File: src/rtl/reset_sequencer.sv
// Staged reset release for the PLL-derived fabric clock domain.
// The block waits for the synchronized PLL lock to stay high for a fixed interval.
// It then releases rst_out one bit at a time, lowest bit first.
// Losing lock, or a soft reset request, re-asserts every output on the next edge.
module reset_sequencer #(
  parameter int unsigned LOCK_STABLE_CYCLES = 1250,
  parameter int unsigned STAGE_GAP_CYCLES   = 16,
  parameter int unsigned NUM_STAGES         = 3
) (
  input  logic                  clk,
  input  logic                  rst,
  input  logic                  pll_lock,
  input  logic                  soft_rst_req,
  output logic [NUM_STAGES-1:0] rst_out,
  output logic                  all_ready,
  output logic [7:0]            lock_lost_count
);

  localparam int unsigned StabW  = $clog2(LOCK_STABLE_CYCLES + 1);
  localparam int unsigned GapW   = $clog2(STAGE_GAP_CYCLES + 1);
  localparam int unsigned StageW = $clog2(NUM_STAGES + 1);

  localparam logic [StabW-1:0]      StabLast  = StabW'(LOCK_STABLE_CYCLES - 1);
  localparam logic [GapW-1:0]       GapLast   = GapW'(STAGE_GAP_CYCLES - 1);
  localparam logic [StageW-1:0]     StageLast = StageW'(NUM_STAGES - 1);
  localparam logic [NUM_STAGES-1:0] AllOnes   = {NUM_STAGES{1'b1}};

  typedef enum logic [1:0] {StWaitLock, StStabilize, StRelease, StRun} state_e;

  state_e                state_q, state_d;
  logic [StabW-1:0]      stab_cnt_q, stab_cnt_d;
  logic [GapW-1:0]       gap_cnt_q, gap_cnt_d;
  logic [StageW-1:0]     stage_q, stage_d;
  logic [NUM_STAGES-1:0] rst_out_q, rst_out_d;
  logic                  all_ready_q, all_ready_d;
  logic [7:0]            lost_cnt_q, lost_cnt_d;
  logic                  sync1_q, sync2_q;
  logic                  lock_sync;
  logic                  active;

  assign lock_sync = sync2_q;
  assign active    = (state_q == StRelease) || (state_q == StRun);

  // Two-flop synchronizer for the asynchronous PLL lock.
  always_ff @(posedge clk) begin
    if (rst) begin
      sync1_q <= 1'b0;
      sync2_q <= 1'b0;
    end else begin
      sync1_q <= pll_lock;
      sync2_q <= sync1_q;
    end
  end

  // Next-state and registered-output logic for the release sequence.
  always_comb begin
    state_d     = state_q;
    stab_cnt_d  = stab_cnt_q;
    gap_cnt_d   = gap_cnt_q;
    stage_d     = stage_q;
    rst_out_d   = rst_out_q;
    all_ready_d = all_ready_q;
    lost_cnt_d  = lost_cnt_q;

    if (active && !lock_sync) begin
      // A lock loss takes priority over a soft reset request on the same edge.
      state_d     = StWaitLock;
      rst_out_d   = AllOnes;
      all_ready_d = 1'b0;
      if (lost_cnt_q != 8'hFF) begin
        lost_cnt_d = lost_cnt_q + 8'd1;
      end
    end else if (active && soft_rst_req) begin
      state_d     = StStabilize;
      stab_cnt_d  = '0;
      rst_out_d   = AllOnes;
      all_ready_d = 1'b0;
    end else begin
      unique case (state_q)
        StWaitLock: begin
          rst_out_d   = AllOnes;
          all_ready_d = 1'b0;
          if (lock_sync) begin
            state_d    = StStabilize;
            stab_cnt_d = '0;
          end
        end
        StStabilize: begin
          if (!lock_sync) begin
            state_d = StWaitLock;
          end else if (stab_cnt_q == StabLast) begin
            // Bit 0 clears on the edge that enters the release phase.
            state_d   = StRelease;
            rst_out_d = AllOnes << 1;
            gap_cnt_d = '0;
            stage_d   = StageW'(1);
            if (NUM_STAGES == 1) begin
              state_d     = StRun;
              all_ready_d = 1'b1;
            end
          end else begin
            stab_cnt_d = stab_cnt_q + 1'b1;
          end
        end
        StRelease: begin
          if (gap_cnt_q == GapLast) begin
            // Bits clear in order, so shifting in a zero clears the next one.
            gap_cnt_d = '0;
            rst_out_d = rst_out_q << 1;
            stage_d   = stage_q + 1'b1;
            if (stage_q == StageLast) begin
              state_d     = StRun;
              all_ready_d = 1'b1;
            end
          end else begin
            gap_cnt_d = gap_cnt_q + 1'b1;
          end
        end
        StRun: begin
          state_d = StRun;
        end
      endcase
    end
  end

  // State and output registers.
  always_ff @(posedge clk) begin
    if (rst) begin
      state_q     <= StWaitLock;
      stab_cnt_q  <= '0;
      gap_cnt_q   <= '0;
      stage_q     <= '0;
      rst_out_q   <= AllOnes;
      all_ready_q <= 1'b0;
      lost_cnt_q  <= 8'd0;
    end else begin
      state_q     <= state_d;
      stab_cnt_q  <= stab_cnt_d;
      gap_cnt_q   <= gap_cnt_d;
      stage_q     <= stage_d;
      rst_out_q   <= rst_out_d;
      all_ready_q <= all_ready_d;
      lost_cnt_q  <= lost_cnt_d;
    end
  end

  assign rst_out         = rst_out_q;
  assign all_ready       = all_ready_q;
  assign lock_lost_count = lost_cnt_q;

endmodule

File: config.mk
export PLATFORM = sky130hd
export DESIGN_NAME = reset_sequencer
export DESIGN_NICKNAME = d
export VERILOG_FILES = /design/src/rtl/reset_sequencer.sv
export SDC_FILE = /design/constraint.sdc
export NUM_CORES = 1
export LEC_CHECK = 0
export ABC_AREA = 1
export CAP_MARGIN = 40
export CORE_MARGIN = 4
export CORE_UTILIZATION = 50
export DETAILED_ROUTE_END_ITERATION = 10
export PLACE_DENSITY = 0.74
export SLEW_MARGIN = 20
export SYNTH_ARGS = -nofsm -noshare
export SYNTH_HDL_FRONTEND = slang
export SYNTH_SLANG_ARGS = --single-unit
export TNS_END_PERCENT = 10
File: constraint.sdc
create_clock -name clk -period 1.8 [get_ports clk]
set_clock_uncertainty 0.1 [all_clocks]
set_input_delay 0.27 -clock clk [delete_from_list [all_inputs] [get_ports clk]]
set_output_delay 0.27 -clock clk [all_outputs]
set_load 0.05 [all_outputs]
; Word level (Yosys, flattened, before mapping)
; Cells that the tools add are included.
; W data, S select, Z words.
[totals]
register_bits = 34
latchBits = 0
mem_bits_rw = 0
rom_bits = 0
wordCells = 81
mem_count = 0
[classes]
n_addsub = 4
multipliers = 0
div_mod_pow = 0
magnitude_cmp = 0
eq_ne = 19
n_shift = 0
muxes = 27
n_bitwise = 2
n_reduce_logical = 19
[op_table]
columns = cell, n
row1 = $mux W11, 4
row2 = $pmux W11 S2, 1
row3 = $mux W2, 8
row4 = $mux W5, 3
row5 = $ne A3 B3 Y1 const B, 4
row6 = $reduce_and A4 Y1, 3
row7 = $add A11 B1 Y11 const B, 1
row8 = $eq A11 B11 Y1 const B, 1
row9 = $pmux W5 S2, 1
row10 = $reduce_and A5 Y1, 2
row11 = $mux W3, 3
row12 = $pmux W3 S3, 1
row13 = $add A8 B1 Y8 const B, 1
row14 = $ne A8 B8 Y1 const B, 1
row15 = $pmux W2 S4, 1
row16 = $eq A2 B2 Y1 const B, 3
row17 = $ne A2 B2 Y1 const B, 3
row18 = $ne A3 B1 Y1 const B, 2
row19 = $reduce_and A6 Y1, 1
row20 = $reduce_bool A3 Y1, 2
row21 = $add A5 B1 Y5 const B, 1
row22 = $eq A5 B4 Y1 const B, 1
row23 = $ne A2 B1 Y1 const B, 2
row24 = $ne A4 B4 Y1 const B, 1
row25 = 15 further kinds, 20

; Logic depth before layout (Yosys ltp)
[logic_depth]
ltp_word = 5
ltp_mapped = 12

; Worst setup path before layout
; Ideal clock, no wire load.
[synth_path]
path_type = reg2reg
from = reg lost_cnt_q[0], in the netlist lock_lost_count[0]
to = reg lost_cnt_q[0], in the netlist lock_lost_count[0]
setup_ns = 0.146
arrival_ns = 1.504
slack_ns = 0.050
path_stages_with_launch = 7
n_path_buf = 1
path_cell_list = dfxtp_1 ha_1 and3_1 a21oi_2 buf_2 o21ai_0 a21oi_1
[synth_via]
elab_chain_len = 2
word_cells_on_any_way = 3
classes_between = add/sub: 1 / eq/ne: 1 / reduce/logical: 1
[synth_rtl]
columns = element, line
row1 = from (decl), 36  ; logic [7:0] lost_cnt_q, lost_cnt_d;
row2 = from (signal assigned), 143  ; lost_cnt_q <= lost_cnt_d;
row3 = branches (longest 2 deep; another with $add A8 B1 Y8), n/a
; Parallel ways; which one is timed is not known.
; A chain may end at the register's enable or synchronous reset.

; Worst setup path after layout
[layout_path]
from = reg state_q[0]
to = reg gap_cnt_q[3]
[layout_via]
elab_chain_len = 5
word_cells_on_any_way = 13
classes_between = eq/ne: 5 / mux: 1 / bitwise: 2 / reduce/logical: 5
[layout_rtl]
columns = element, line
row1 = from (decl), 30  ; state_e state_q, state_d;
row2 = from (signal assigned), 129  ; state_q <= StWaitLock;
row3 = from (signal assigned), 137  ; state_q <= state_d;
row4 = $eq A2 B2 Y1 (on tied branches), "42, 79"
row5 = $logic_or A1 B1 Y1, 42  ; assign active = (state_q == StRelease) || (state_q == StRun);
row6 = $logic_and A1 B1 Y1 (on tied branches), "73, 65"
row7 = $not A1 Y1 (no line), n/a
row8 = $reduce_and A5 Y1 (no line), n/a
row9 = to (signal assigned), 139  ; gap_cnt_q <= gap_cnt_d;
row10 = to (decl), 32  ; logic [GapW-1:0] gap_cnt_q, gap_cnt_d;
; Several ways; a longest one is shown, not always the timed one.

==> flow_summary.yaml <==
global_routing:
  antenna_found_initial: 0
  grt_max_degree: 13
  grt_pass1_vias: 1844
  grt_overflow: 0
  track_usage_pct: 18.7
  grt_first_pass_wirelength_mm: 7.94
min_path:
  whs_path_depth: 2
  min-delay-path-class: "register to register"
  hp-start: "sync1_q"
  hold_path_end: "lock_sync"
cells_and_area:
  nets: 352
  area_growth_pct: 24.5
  diodes: 0
  drive_above_1_share_pct: 20.1
  multiInputGateArea_um2: 1210
  register_area_um2: 688
  final_cells: 387
  nFillCells: 325
yosys:
  synth_cell_types: 31
  synth_nets: 316
  synthCells: 302
  synth_seq_cells: 34
  synth-main-ff-cell: "dfxtp_1"
  synth.most_common_cell: "nand2_1"
  synth_top_area_cell: "dfxtp_1"
  async_flop_share_pct: 0
  postSynthAreaPerCell_um2: 6.77
  yosysWarnings: 0
  syn_area_um2: 2050
  synthTopCellsByArea: "dfxtp_1, nand2_1, nand3_1"
  synth_enable_flop_cells: 0
  synth_top_area_share_pct: 33.3
  ys_seq_area_share_pct: 33.3
  synth_common_cells: "nand2_1, dfxtp_1, inv_1"
detailed_routing:
  vias_per_cell: 5.26
  firstDrtPassIters: 5
  remaining_drc_errors: 0
  drtIter0Drc: 164
  vias: 2036
  wire_per_inst_um: 12.1
  ant_nets: 0
  drt_wl_total_mm: 4.67
clock_tree:
  clock_latency_ns: 0.29
  cts_tree: "built"
  cts_buffers: 5
  clkSinkCount: 34
  htreeDepth: 2
  clk_path_buf_depth: 2
  cts_root_buf: "clkbuf_8"
  clk_pin_slew_ns: 0.07
power_and_ir_drop:
  power.density_nw_per_um2: 809
  vdd_ir_drop_max_mv: 0.621
  power_mw: 2.06
  leakagePower_nw: 1.06
timing:
  fmax_mhz: 548
  finalSetupViolCount: 2
  layout_min_cycle_time_ns: 1.82
  finalHoldViolations: 0
  finalSetupTns_ns: -0.0257
  drv_slew: 0
  worst_slack_ns: -0.0236
  tightest_slew_ns: 0.392
  max-slew-margin-rel_pct: 73.8
  fin_hold_ws_ns: 0.300
  rsz0062_at_grt: "true"
  fin_crit_sh_pct: 101
worst_setup_path:
  worstRegToRegCells: 9
  reg2reg_to: "gap_cnt_q[3]"
  cp.arrival_ns: 1.91
  critical_path.endpoint_type: "register"
  cp-start-kind: "register"
  worstPathRequired_ns: 1.88
  crit_fanout: 6
  rrSetupSlack_ns: -0.02
  path_class: "register to register"
  regToRegStartpoint: "state_q[0]"
placement:
  pre_cts_ws_ns: -0.0705
  dp_hpwl_mm: 3.29
  placed_cells: 376
  globalplace.congestion: 0.886
  portBuffers: 15
floorplanning:
  die_w_um: 72.0
  fp.dieH_um: 72.0
  rows: 22
  num_io_pins: 16
  initial_core_util_pct: 53.9
  dieArea_um2: 5180
  core-area_um2: 3800
run_status:
  status: "finished, violations left"
  violations: "setup timing"
run:
  cap_violations: 0
-- critical path: stages, from the launching register on --
cell	delay [ns]
dfxtp_4	0.38
inv_4	0.04
ha_4	0.16
buf_6	0.13
nor2_8	0.14
nor2_4	0.07
nor3b_4	0.34
nand2_2	0.15
o21ai_1	0.16
nor2_1	0.05
-- power by group --
group          internal (mW)  switching (mW)
Combinational          0.129           0.238
Clock                  0.591           0.305
Sequential             0.776          0.0203
-- layout make-up --
class,instances,area share [%]
repair buffers,37,11.5
clock inverters,2,2.36
flip-flops and latches,34,27.0
well taps,48,2.36
multi-input cells,222,47.6
inverters,38,5.89
clock buffers,6,3.24
-- routing by layer --
| layer | track usage (%) | share of wire (%) | vias up |
|---|---|---|---|
| li1 | - | - | 1054 |
| met1 | 25.3 | 50 | 931 |
| met2 | 30.2 | 45 | 46 |
| met3 | 3.46 | 4.8 | 5 |
| met4 | 5.64 | 0.73 | 0 |
| met5 | 0 | 0 | - |
-- registers in the layout, indices dropped and copies added (netlist names) --
signal and cells:
stab_cnt_q 11, lock_lost_count 8, gap_cnt_q 5, rst_out 3, stage_q 2, state_q 2
all_ready 1, lock_sync 1, sync1_q 1
-- cells in the final DEF (no fill, tap or decap), drive strengths merged --
master         instances
bufinv                 2
xnor2                  1
nor3                   4
xor2                   1
or2                    1
a21oi                 31
nand4                  9
dfxtp                 34
buf                   34
o21ai                 14
and3                   2
nor2                  37
clkbuf                 6
inv                   38
ha                    10
clkdlybuf4s50          3
nand3                 33
o21bai                 1
nor3b                  1
nor4                   1
nand2                 76
-- per-stage QoR --
stage                     cell area [µm²]  util, %
after CTS                            2460     64.8
after global placement               2310     60.7
after detailed placement             2310     60.7
after floorplan                      2050        -
after global routing                 2550     67.1
final                                2550     67.1
-- worst max-delay path by stage --
| stage | slack (ns) | endpoint | from |
|---|---|---|---|
| 2_1_floorplan | 0.05 | lock_lost_count[0] | lock_lost_count[0] |
| 3_3_place_gp | -0.02 | gap_cnt_q[2] | state_q[0] |
| 3_5_place_dp | -0.07 | gap_cnt_q[2] | state_q[0] |
| 4_1_cts | 0.004 | gap_cnt_q[2] | state_q[0] |
| 5_1_grt | -0.13 | gap_cnt_q[3] | state_q[0] |
| 6_report | -0.02 | gap_cnt_q[3] | state_q[0] |
-- cells by family after synthesis --
logic type               count (synthesis)  synth area share [%]
adder cells (fa/ha/maj)                 10                  6.12
buffers and inverters                   46                  10.3
flip-flops                              34                  33.3
AND/OR/NAND/NOR                        164                  37.6
AO/OA/AOI/OAI                           46                  11.9
XOR/XNOR                                 2                 0.856
-- timing repair --
action / 4_1_cts / 5_1_grt
setup buffers: 0 / 3
setup endpoints to repair: 14 / 28
pin swaps: 4 / 10
hold buffers: 0 / 0
gates resized for setup: 5 / 13
No activity file was read; power rests on OpenSTA's default activity.
